===== config.mk =====
export PLATFORM = sky130hd
export DESIGN_NAME = pipeline_stall_controller
export DESIGN_NICKNAME = d
export VERILOG_FILES = /design/src/rtl/pipeline_stall_controller.sv
export SDC_FILE = /design/constraint.sdc
export NUM_CORES = 1
export LEC_CHECK = 0
export BUFFER_PORTS_ARGS = -buffer_cell sky130_fd_sc_hd__clkbuf_2
export CAP_MARGIN = 5
export CORE_UTILIZATION = 40
export CTS_BUF_LIST = sky130_fd_sc_hd__clkbuf_4
export DETAILED_ROUTE_END_ITERATION = 10
export MAX_ROUTING_LAYER = met4
export PLACE_DENSITY = 0.73
export SYNTH_ARGS = -nofsm -noshare
export SYNTH_HDL_FRONTEND = slang
export SYNTH_SLANG_ARGS = --single-unit

===== constraint.sdc =====
create_clock -name clk -period 2.45 [get_ports clk]
set_clock_uncertainty 0.05 [all_clocks]
set_input_delay 0.3675 -clock clk [delete_from_list [all_inputs] [get_ports clk]]
set_output_delay 0.3675 -clock clk [all_outputs]
set_load 0.02 [all_outputs]

===== src/rtl/pipeline_stall_controller.sv =====
// Pipeline stall/flush controller: turns load-use, branch and data-memory wait requests into
// per-stage write enables and flush strobes, with stall/flush counters and a hung-memory detector.
module pipeline_stall_controller #(
  parameter int unsigned CNT_W       = 16,
  parameter int unsigned MEM_TIMEOUT = 64
) (
  input  logic             clk,
  input  logic             arst_n,
  input  logic             prevent_update_pc,
  input  logic             prevent_update_reg_IF_ID,
  input  logic             branch_taken,
  input  logic             dmem_req,
  input  logic             dmem_ready,
  output logic             enable_pc,
  output logic             enable_IF_ID,
  output logic             enable_ID_EX,
  output logic             enable_EX_MEM,
  output logic             enable_MEM_WB,
  output logic             flush_IF_ID,
  output logic             flush_ID_EX,
  output logic [1:0]       ctrl_state,
  output logic [CNT_W-1:0] stall_count,
  output logic [CNT_W-1:0] flush_count,
  output logic             mem_timeout_err
);

  localparam int unsigned WAIT_W = (MEM_TIMEOUT > 2) ? $clog2(MEM_TIMEOUT) : 1;
  localparam logic [WAIT_W-1:0] WAIT_LAST = WAIT_W'(MEM_TIMEOUT - 1);
  localparam logic [CNT_W-1:0]  CNT_MAX   = '1;

  typedef enum logic [1:0] {
    ST_RUN      = 2'd0,
    ST_LOAD_USE = 2'd1,
    ST_MEM_WAIT = 2'd2,
    ST_FLUSH    = 2'd3
  } state_t;

  state_t            state_q, state_d;
  logic [WAIT_W-1:0] wait_q, wait_d;
  logic              ls_c, ms_c, forced_c, stall_c, flush_evt_c;

  // Mealy decode: memory wait beats branch, branch beats load-use.
  always_comb begin
    ls_c          = prevent_update_pc | prevent_update_reg_IF_ID;
    ms_c          = dmem_req & ~dmem_ready;
    forced_c      = ms_c && (wait_q == WAIT_LAST);
    enable_pc     = 1'b1;
    enable_IF_ID  = 1'b1;
    enable_ID_EX  = 1'b1;
    enable_EX_MEM = 1'b1;
    enable_MEM_WB = 1'b1;
    flush_IF_ID   = 1'b0;
    flush_ID_EX   = 1'b0;
    state_d       = ST_RUN;
    wait_d        = '0;
    stall_c       = 1'b0;
    flush_evt_c   = 1'b0;

    if (ms_c) begin
      state_d = ST_MEM_WAIT;
      // A forced release leaves enables high and restarts the wait count.
      if (!forced_c) begin
        enable_pc     = 1'b0;
        enable_IF_ID  = 1'b0;
        enable_ID_EX  = 1'b0;
        enable_EX_MEM = 1'b0;
        enable_MEM_WB = 1'b0;
        wait_d        = wait_q + WAIT_W'(1);
        stall_c       = 1'b1;
      end
    end else if (branch_taken) begin
      flush_IF_ID = 1'b1;
      flush_ID_EX = 1'b1;
      state_d     = ST_FLUSH;
      flush_evt_c = 1'b1;
    end else if (ls_c) begin
      enable_pc    = 1'b0;
      enable_IF_ID = 1'b0;
      flush_ID_EX  = 1'b1;
      state_d      = ST_LOAD_USE;
      stall_c      = 1'b1;
    end

    // Reset holds every stage and clears the front of the pipe.
    if (!arst_n) begin
      enable_pc     = 1'b0;
      enable_IF_ID  = 1'b0;
      enable_ID_EX  = 1'b0;
      enable_EX_MEM = 1'b0;
      enable_MEM_WB = 1'b0;
      flush_IF_ID   = 1'b1;
      flush_ID_EX   = 1'b1;
    end
  end

  always_ff @(posedge clk) begin
    if (!arst_n) begin
      state_q         <= ST_RUN;
      wait_q          <= '0;
      stall_count     <= '0;
      flush_count     <= '0;
      mem_timeout_err <= 1'b0;
    end else begin
      state_q <= state_d;
      wait_q  <= wait_d;
      if (stall_c && (stall_count != CNT_MAX)) stall_count <= stall_count + CNT_W'(1);
      if (flush_evt_c && (flush_count != CNT_MAX)) flush_count <= flush_count + CNT_W'(1);
      if (forced_c) mem_timeout_err <= 1'b1;
    end
  end

  assign ctrl_state = state_q;

endmodule


# Word-level counts from Yosys, hierarchy flattened
# Cells that the tools add are included.
# W data, S select, Z words.
[word_totals]
ff_bits = 41
inputBits = 7
elab_cells = 42
out_inout_bits = 42
[op_classes]
n_eq_ne = 3
n_mux = 20
n_bitwise = 5
addsub = 3
reduce_logical = 5
[ops]
columns = ["operator", "count"]
rows = [
  ["$add A16 B1 Y16 const B", 2],
  ["$ne A16 B16 Y1 const B", 2],
  ["$mux W1", 18],
  ["$add A6 B1 Y6 const B", 1],
  ["$eq A6 B6 Y1 const B", 1],
  ["$mux W2", 2],
  ["$logic_and A1 B1 Y1", 3],
  ["$not A1 Y1", 3],
  ["$reduce_or A3 Y1", 1],
  ["$reduce_or A2 Y1", 1],
  ["$and A1 B1 Y1", 1],
  ["$or A1 B1 Y1", 1],
]

# Depth between registers and ports, before layout
# Gate-level depths: netlist (run 1).
[depth]
ltp_word = 6
ltp_mapped = 7
ltp_nobuf = 5

# Worst setup path before layout (run 1)
# No wires, ideal clock.
[synth_timing]
kind = "flip-flop to output port"
start = "register wait_q[0]"
end = "output port enable_pc"
n_path_buf = 1
t_required_ps = 2033
path_stages_with_launch = 7
arrival_time_ps = 1838
slack_ps = 194
path_cell_list = "dfxtp_1 > ha_1 > and3_1 > nand3_1 > a21oi_1 > o31a_1 > buf_4"
[synth_via]
elab_chain_len = 5
[synth_rtl]
columns = ["element", "line_no", "text"]
rows = [
  ["start, declared", "39", "logic [WAIT_W-1:0] wait_q, wait_d;"],
  ["start signal, assigned", "105", "wait_q <= wait_d;"],
  ["$eq A6 B6 Y1", "46", "forced_c = ms_c && (wait_q == WAIT_LAST);"],
  ["$logic_and A1 B1 Y1", "46", ""],
  ["$mux W1 (3 in a row)", "--", ""],
  ["end, declared", "14", "output logic enable_pc,"],
]
# No other way between the ends.

# Worst setup path in the final report (run 1)
[layout_timing]
start = "register wait_q[0]"
end = "output port enable_pc"
[layout_via]
elab_chain_len = 5
[layout_rtl]
columns = ["element", "line_no", "text"]
rows = [
  ["$eq A6 B6 Y1", "46", ""],
  ["$logic_and A1 B1 Y1", "46", ""],
  ["$mux W1", "62", "if (!forced_c) begin"],
  ["$mux W1", "59", "if (ms_c) begin"],
  ["$mux W1", "85", "if (!arst_n) begin"],
]
# No other way between the ends.

==> out/metrics.yaml, run 1 <==
num_antenna_cells: 0
rsz0062_at_grt: "no"
synth-edff-count: 0
tightest_slew_ps: 763
avgRoutedWirePerCell_um: 13.3
die-area_mm2: 0.00586
grt_pass1_wl_mm: 8.36
ant_nets: 0
finalHoldViolCount: 0
clock_sinks: 41
first_pass_iters: 4
synthFlopType: "dfxtp_1"
netlist_area_mm2: 0.00222
r2r_start: "stall_count[0]"
clock_latency_ps: 350
syn_to_final_growth_pct: 14.1
min_to: "ctrl_state[0]"
numCtsBuffers: 5
cpPeakStageDelay_ps: 360
layout.cells.non_filler: 369
critPathLaunch: "wait_q[0]"
cp.buffers_inverters: 1
ios: 49
power.density_mw_per_mm2: 445
design_area_mm2: 0.00254
finalCritPeriodShare_pct: 91.3
first_global_vias: 1845
required_ps: 2030
cp.arrival_ps: 1820
rows: 26
antenna_found_initial: 0
crit_family: "compound AO/OA/AOI/OAI gates"
start_util_pct: 42.5
fillers: 505
wirelength_mm: 4.91
holdWs_ps: 318
max_freq_ghz: 0.447
cts_root_buf: "clkbuf_4"
place_worst_setup_slack_ps: 464
p_leak_nw: 0.925
holdCritStartpoint: "prevent_update_pc"
hold_path_depth: 3
ys_seq_area_share_pct: 36.9
status: "completed"
slew_headroom_pct: 48.8
r2r_cells: 5
post-cts-setup-buffers: 0
slew_viol_final: 0
nNetsFinal: 309
crit_slowest_cell: "dfxtp_1"
synth.ff_latch_count: 41
end_kind: "primary output"
htree_levels: 2
drt_iter0_markers: 106
utilization_pct: 48.4
crit_chain: "ha_1, and3_1, nand3_1, a21oi_2, o31a_1, clkbuf_2"
worst_slack_ps: 213
ir_drop_mv: 0.229
globalplace.congestion: 0.806
power_mw: 1.13
io_buffers: 48
rrSetupSlack_ps: 540
r2r-end: "stall_count[10]"
ys_types: 51
drive_gt1_share_pct: 22.7
grt_usage_pct: 17.8
hold_path.class: "in2reg"
cts.clk_slew.worst_paths_ps: 120
vias: 2099
die_h_um: 76.6
tns_ps: 0
max_cap_violations: 0
clockBufferDepth: 2
start_kind: "register"
grt_max_degree: 25
dp.cells: 362
cts_tree: "yes"
yosys_warnings: 0
viasPerCell: 5.69
final_cell_mix: "clkbuf_2, dfxtp_1, a21oi_1"
layout_commonest_cell: "clkbuf_2"
drc: 0
dp_hpwl_mm: 3.45
die_w_um: 76.6
dpl-instance-area_mm2: 0.00248
gr-total-overflow: 0
crit_path_max_fanout: 4
async_reset_ff_share_pct: 0
syn_inst: 254
fin_crit_ps: 2240
setup_viol: 0
coreArea_mm2: 0.00524
synth_nets: 264
avgSynthCellArea_um2: 8.75
worst-setup-path-type: "reg2out"
per-layer routing:
layer	vias up	routed length, um	global-route usage [%]
li1	1054	-	-
met1	982	2370	22.3
met2	55	2260	26.7
met3	8	219	4.79
met4	0	70	8.08
met5	-	0	-
flip-flops by register name (all words and copies together) (netlist names):
signal,cells
flush_count,16
stall_count,16
wait_q,6
ctrl_state,2
mem_timeout_err,1
what timing repair did:
action / 4_1_cts / 5_1_grt
hold buffers: 0 / 0
gates resized for setup: 0 / 1
setup endpoints to repair: 0 / 2
cell type report:
class	count	area [um2]	area share, %
Clock buffer	6	45.0	1.78
Multi-Input combinational cell	190	1270	50.3
Clock inverter	1	3.75	0.148
Sequential cell	41	821	32.4
Timing Repair Buffer	52	270	10.7
Tap cell	70	87.6	3.45
Inverter	9	33.8	1.33
worst min-delay path, delay by kind of cell:
kind / cells / cell delay (ps)
buffers and inverters: 1 / 100
and+or+nand+nor: 2 / 200
power breakdown:
part	internal (mW)	total (mW)	switching (mW)
clock	0.116	0.332	0.217
combinational	0.0355	0.110	0.0743
sequential	0.676	0.687	0.0114
worst max-delay path by stage:
| stage | slack [ps] | depth (start not counted) | endpoint |
|---|---|---|---|
| 3_5_place_dp | 460 | 5 | stall_count[12] |
| 3_3_place_gp | 510 | 5 | stall_count[12] |
| 6_report | 210 | 6 | enable_pc |
| 2_1_floorplan | 190 | 6 | enable_pc |
| 5_1_grt | 80 | 6 | enable_pc |
| 4_1_cts | 120 | 6 | enable_IF_ID |
cell usage after synthesis, types with 4 or more instances:
cell / instances / share of area (%)
a21oi_1: 22 / 5.0
buf_4: 6 / 2.0
clkbuf_1: 5 / 0.84
dfxtp_1: 41 / 37
inv_1: 9 / 1.5
mux2i_1: 8 / 3.6
nand2_1: 20 / 3.4
nand2b_1: 8 / 2.3
nand3_1: 20 / 4.5
nand4_1: 4 / 1.1
nor2_1: 12 / 2.0
nor3_1: 6 / 1.4
nor4_1: 8 / 2.3
o21ai_0: 5 / 1.1
o31ai_1: 11 / 3.7
or3_1: 6 / 1.7
or4_1: 11 / 3.7
kinds of logic (layout without fill, tap and decap cells):
logic type	count (synthesis)	in the layout	synth area share, %
and+or+nand+nor	120	120	33.5
buffers and inverters	23	68	5.91
xor gates and xnor gates	4	4	1.58
muxes	8	8	3.60
adders and majority gates	3	3	1.69
AOI/OAI and AO/OA	55	55	16.8
DFF	41	41	36.9
No activity file was read; power rests on OpenSTA's default activity.
==> inputs of run 2 (changes only) <==
--- a/config.mk
+++ b/config.mk
@@ -7,11 +7,15 @@
 export LEC_CHECK = 0
 export BUFFER_PORTS_ARGS = -buffer_cell sky130_fd_sc_hd__clkbuf_2
 export CAP_MARGIN = 5
-export CORE_UTILIZATION = 40
+export CELL_PAD_IN_SITES_DETAIL_PLACEMENT = 1
+export CELL_PAD_IN_SITES_GLOBAL_PLACEMENT = 2
+export CORE_UTILIZATION = 36
 export CTS_BUF_LIST = sky130_fd_sc_hd__clkbuf_4
+export CTS_CLUSTER_DIAMETER = 120
 export DETAILED_ROUTE_END_ITERATION = 10
 export MAX_ROUTING_LAYER = met4
-export PLACE_DENSITY = 0.73
+export PLACE_DENSITY = 0.95
+export SLEW_MARGIN = 20
 export SYNTH_ARGS = -nofsm -noshare
 export SYNTH_HDL_FRONTEND = slang
 export SYNTH_SLANG_ARGS = --single-unit
==> out/metrics.yaml, run 2 (synthesis gave the netlist of run 1 again) <==
status: "completed"
utilization_pct: 43.3  # -5.1 points
design_area_mm2: 0.00258  # +1.7%
die-area_mm2: 0.00649  # +11%
place_worst_setup_slack_ps: 430  # -34.2 ps
p_clk_share_pct: 35.9  # +6.5 points
antenna_found_initial: 0  # unchanged
globalplace.congestion: 0.790  # -2.0%
layout.cells.non_filler: 376  # +1.9%
syn_to_final_growth_pct: 16.0
finalHoldViolCount: 0  # unchanged
vias: 2110  # +0.52%
dp_hpwl_mm: 4.13  # +20%
coreArea_mm2: 0.00596  # +14%
cts_root_buf: "clkbuf_4"
rsz0062_at_grt: "no"
r2r_start: "flush_count[3]"
io_buffers: 48  # unchanged
setup_viol: 0  # unchanged
tns_ps: 0  # unchanged
clock_latency_ps: 350  # about the same
rows: 28  # +7.7%
fin_crit_ps: 2260  # +20.8 ps
grt_max_degree: 25  # unchanged
required_ps: 2030  # about the same
finalCritPeriodShare_pct: 92.2  # +0.85 points
viasPerCell: 5.61  # -1.3%
end_kind: "primary output"
gr-total-overflow: 0  # unchanged
slew_headroom_pct: 48.4  # -0.44 points
cts.clk_slew.worst_paths_ps: 130  # about the same
hold_path_depth: 4  # +1
cp.arrival_ps: 1840  # +20 ps
post-cts-setup-buffers: 0  # unchanged
nNetsFinal: 310  # +0.32%
tightest_slew_ps: 770  # +6.57 ps
r2r_cells: 4  # -1
sw_frac_of_total_pct: 25.9  # -0.84 points
crit_family: "compound AO/OA/AOI/OAI gates"
clock_sinks: 41  # unchanged
reg.largest.list: "flush_count (16), stall_count (16), wait_q (6)"
layout_commonest_cell: "clkbuf_2"
p_int_mw: 0.923  # +12%
wirelength_mm: 5.52  # +12%
crit_chain: "ha_1, and3_1, nand3_1, a21oi_2, o31a_1, clkbuf_2"
first_pass_iters: 4  # unchanged
grt_usage_pct: 19.1  # +1.3 points
final_cell_mix: "clkbuf_2, dfxtp_1, a21oi_1"
holdCritStartpoint: "dmem_ready"
cts_tree: "yes"
start_kind: "register"
worst_slack_ps: 192  # -20.8 ps
p_leak_nw: 0.940  # +1.6%
avgRoutedWirePerCell_um: 14.7  # +10%
grt_pass1_wl_mm: 9.47  # +13%
numCtsBuffers: 5  # unchanged
p_switching_mw: 0.323  # +6.9%
crit_slowest_cell: "dfxtp_1"
ir_drop_mv: 0.233  # +1.4%
power_mw: 1.25  # +10%
cpPeakStageDelay_ps: 370  # about the same
holdWs_ps: 383  # +65.2 ps
max_cap_violations: 0  # unchanged
r2r-end: "flush_count[9]"
num_antenna_cells: 0  # unchanged
die_w_um: 80.6  # +5.3%
fillers: 754  # +49%
ios: 49  # unchanged
drt_iter0_markers: 160  # +51%
cp.buffers_inverters: 1  # unchanged
ant_nets: 0  # unchanged
die_h_um: 80.6  # +5.3%
cts_hold_buf: 0  # unchanged
dpl-instance-area_mm2: 0.00250  # +0.55%
start_util_pct: 37.3  # -5.1 points
clockBufferDepth: 2  # unchanged
hold_path.class: "in2reg"
crit_path_max_fanout: 4  # unchanged
dp.cells: 368  # +1.7%
max_freq_ghz: 0.443  # -0.92%
drive_gt1_share_pct: 23.3  # +0.51 points
p_comb_share_pct: 9.0  # -0.7 points
htree_levels: 2  # unchanged
first_global_vias: 1990  # +7.9%
power.density_mw_per_mm2: 483  # +8.5%
drc: 0  # unchanged
rrSetupSlack_ps: 530  # about the same
p_seq_share_pct: 55.1  # -5.8 points
slew_viol_final: 0  # unchanged
min_to: "ctrl_state[1]"
worst-setup-path-type: "reg2out"
run 2: changes by cell type in the layout (fill, tap and decap cells not counted):
cell / previous run / this run
bufinv_16: 0 / 1
clkinvlp_4: 0 / 1
buf_4: 4 / 5
clkbuf_4: 6 / 5
run 2: area by class of cell:
class                      count  area (um2)  share of cell area, %
clock buffer                   5        37.5                   1.45
clock inverter                 3        41.3                   1.60
inverter                       9        33.8                   1.31
multi-input combinational    190        1270                   49.4
sequential                    41         821                   31.8
tap                           75        93.8                   3.64
timing repair buffer          53         278                   10.8
run 2: worst register-to-register path: stages, from the launching register on:
cell	delay [ps]
dfxtp_1	470
and4_1	450
nand4_4	210
or4_1	540
a21oi_1	140
run 2: worst max-delay path by stage:
stage | from | to | cells after the start
after floorplan | wait_q[0] | enable_pc | 6
after global placement | branch_taken | stall_count[12] | 5
after detailed placement | branch_taken | stall_count[12] | 5
after CTS | wait_q[0] | enable_IF_ID | 6
after global routing | wait_q[0] | enable_IF_ID | 6
final | wait_q[0] | enable_IF_ID | 6
run 2: power groups by stage:
stage | sequential (mW) | clock (mW) | combinational (mW)
after floorplan | 0.710 | 0 | 0.0723
after global placement | 0.701 | 0 | 0.111
after detailed placement | 0.702 | 0 | 0.113
after CTS | 0.687 | 0.464 | 0.114
after global routing | 0.690 | 0.497 | 0.126
final | 0.687 | 0.447 | 0.112
run 2: metal layers:
metal,track usage (%),vias to the layer above,part of all wire (%)
li1,-,1051,-
met1,24.3,1021,48
met2,30.5,33,48
met3,4.32,5,2.9
met4,4.82,0,1.1
met5,-,-,0
run 2: what timing repair did:
item / in CTS / in global routing
gates resized for setup: 0 / 1
endpoints found under the setup margin: 0 / 2
hold endpoints to repair: 0 / 0
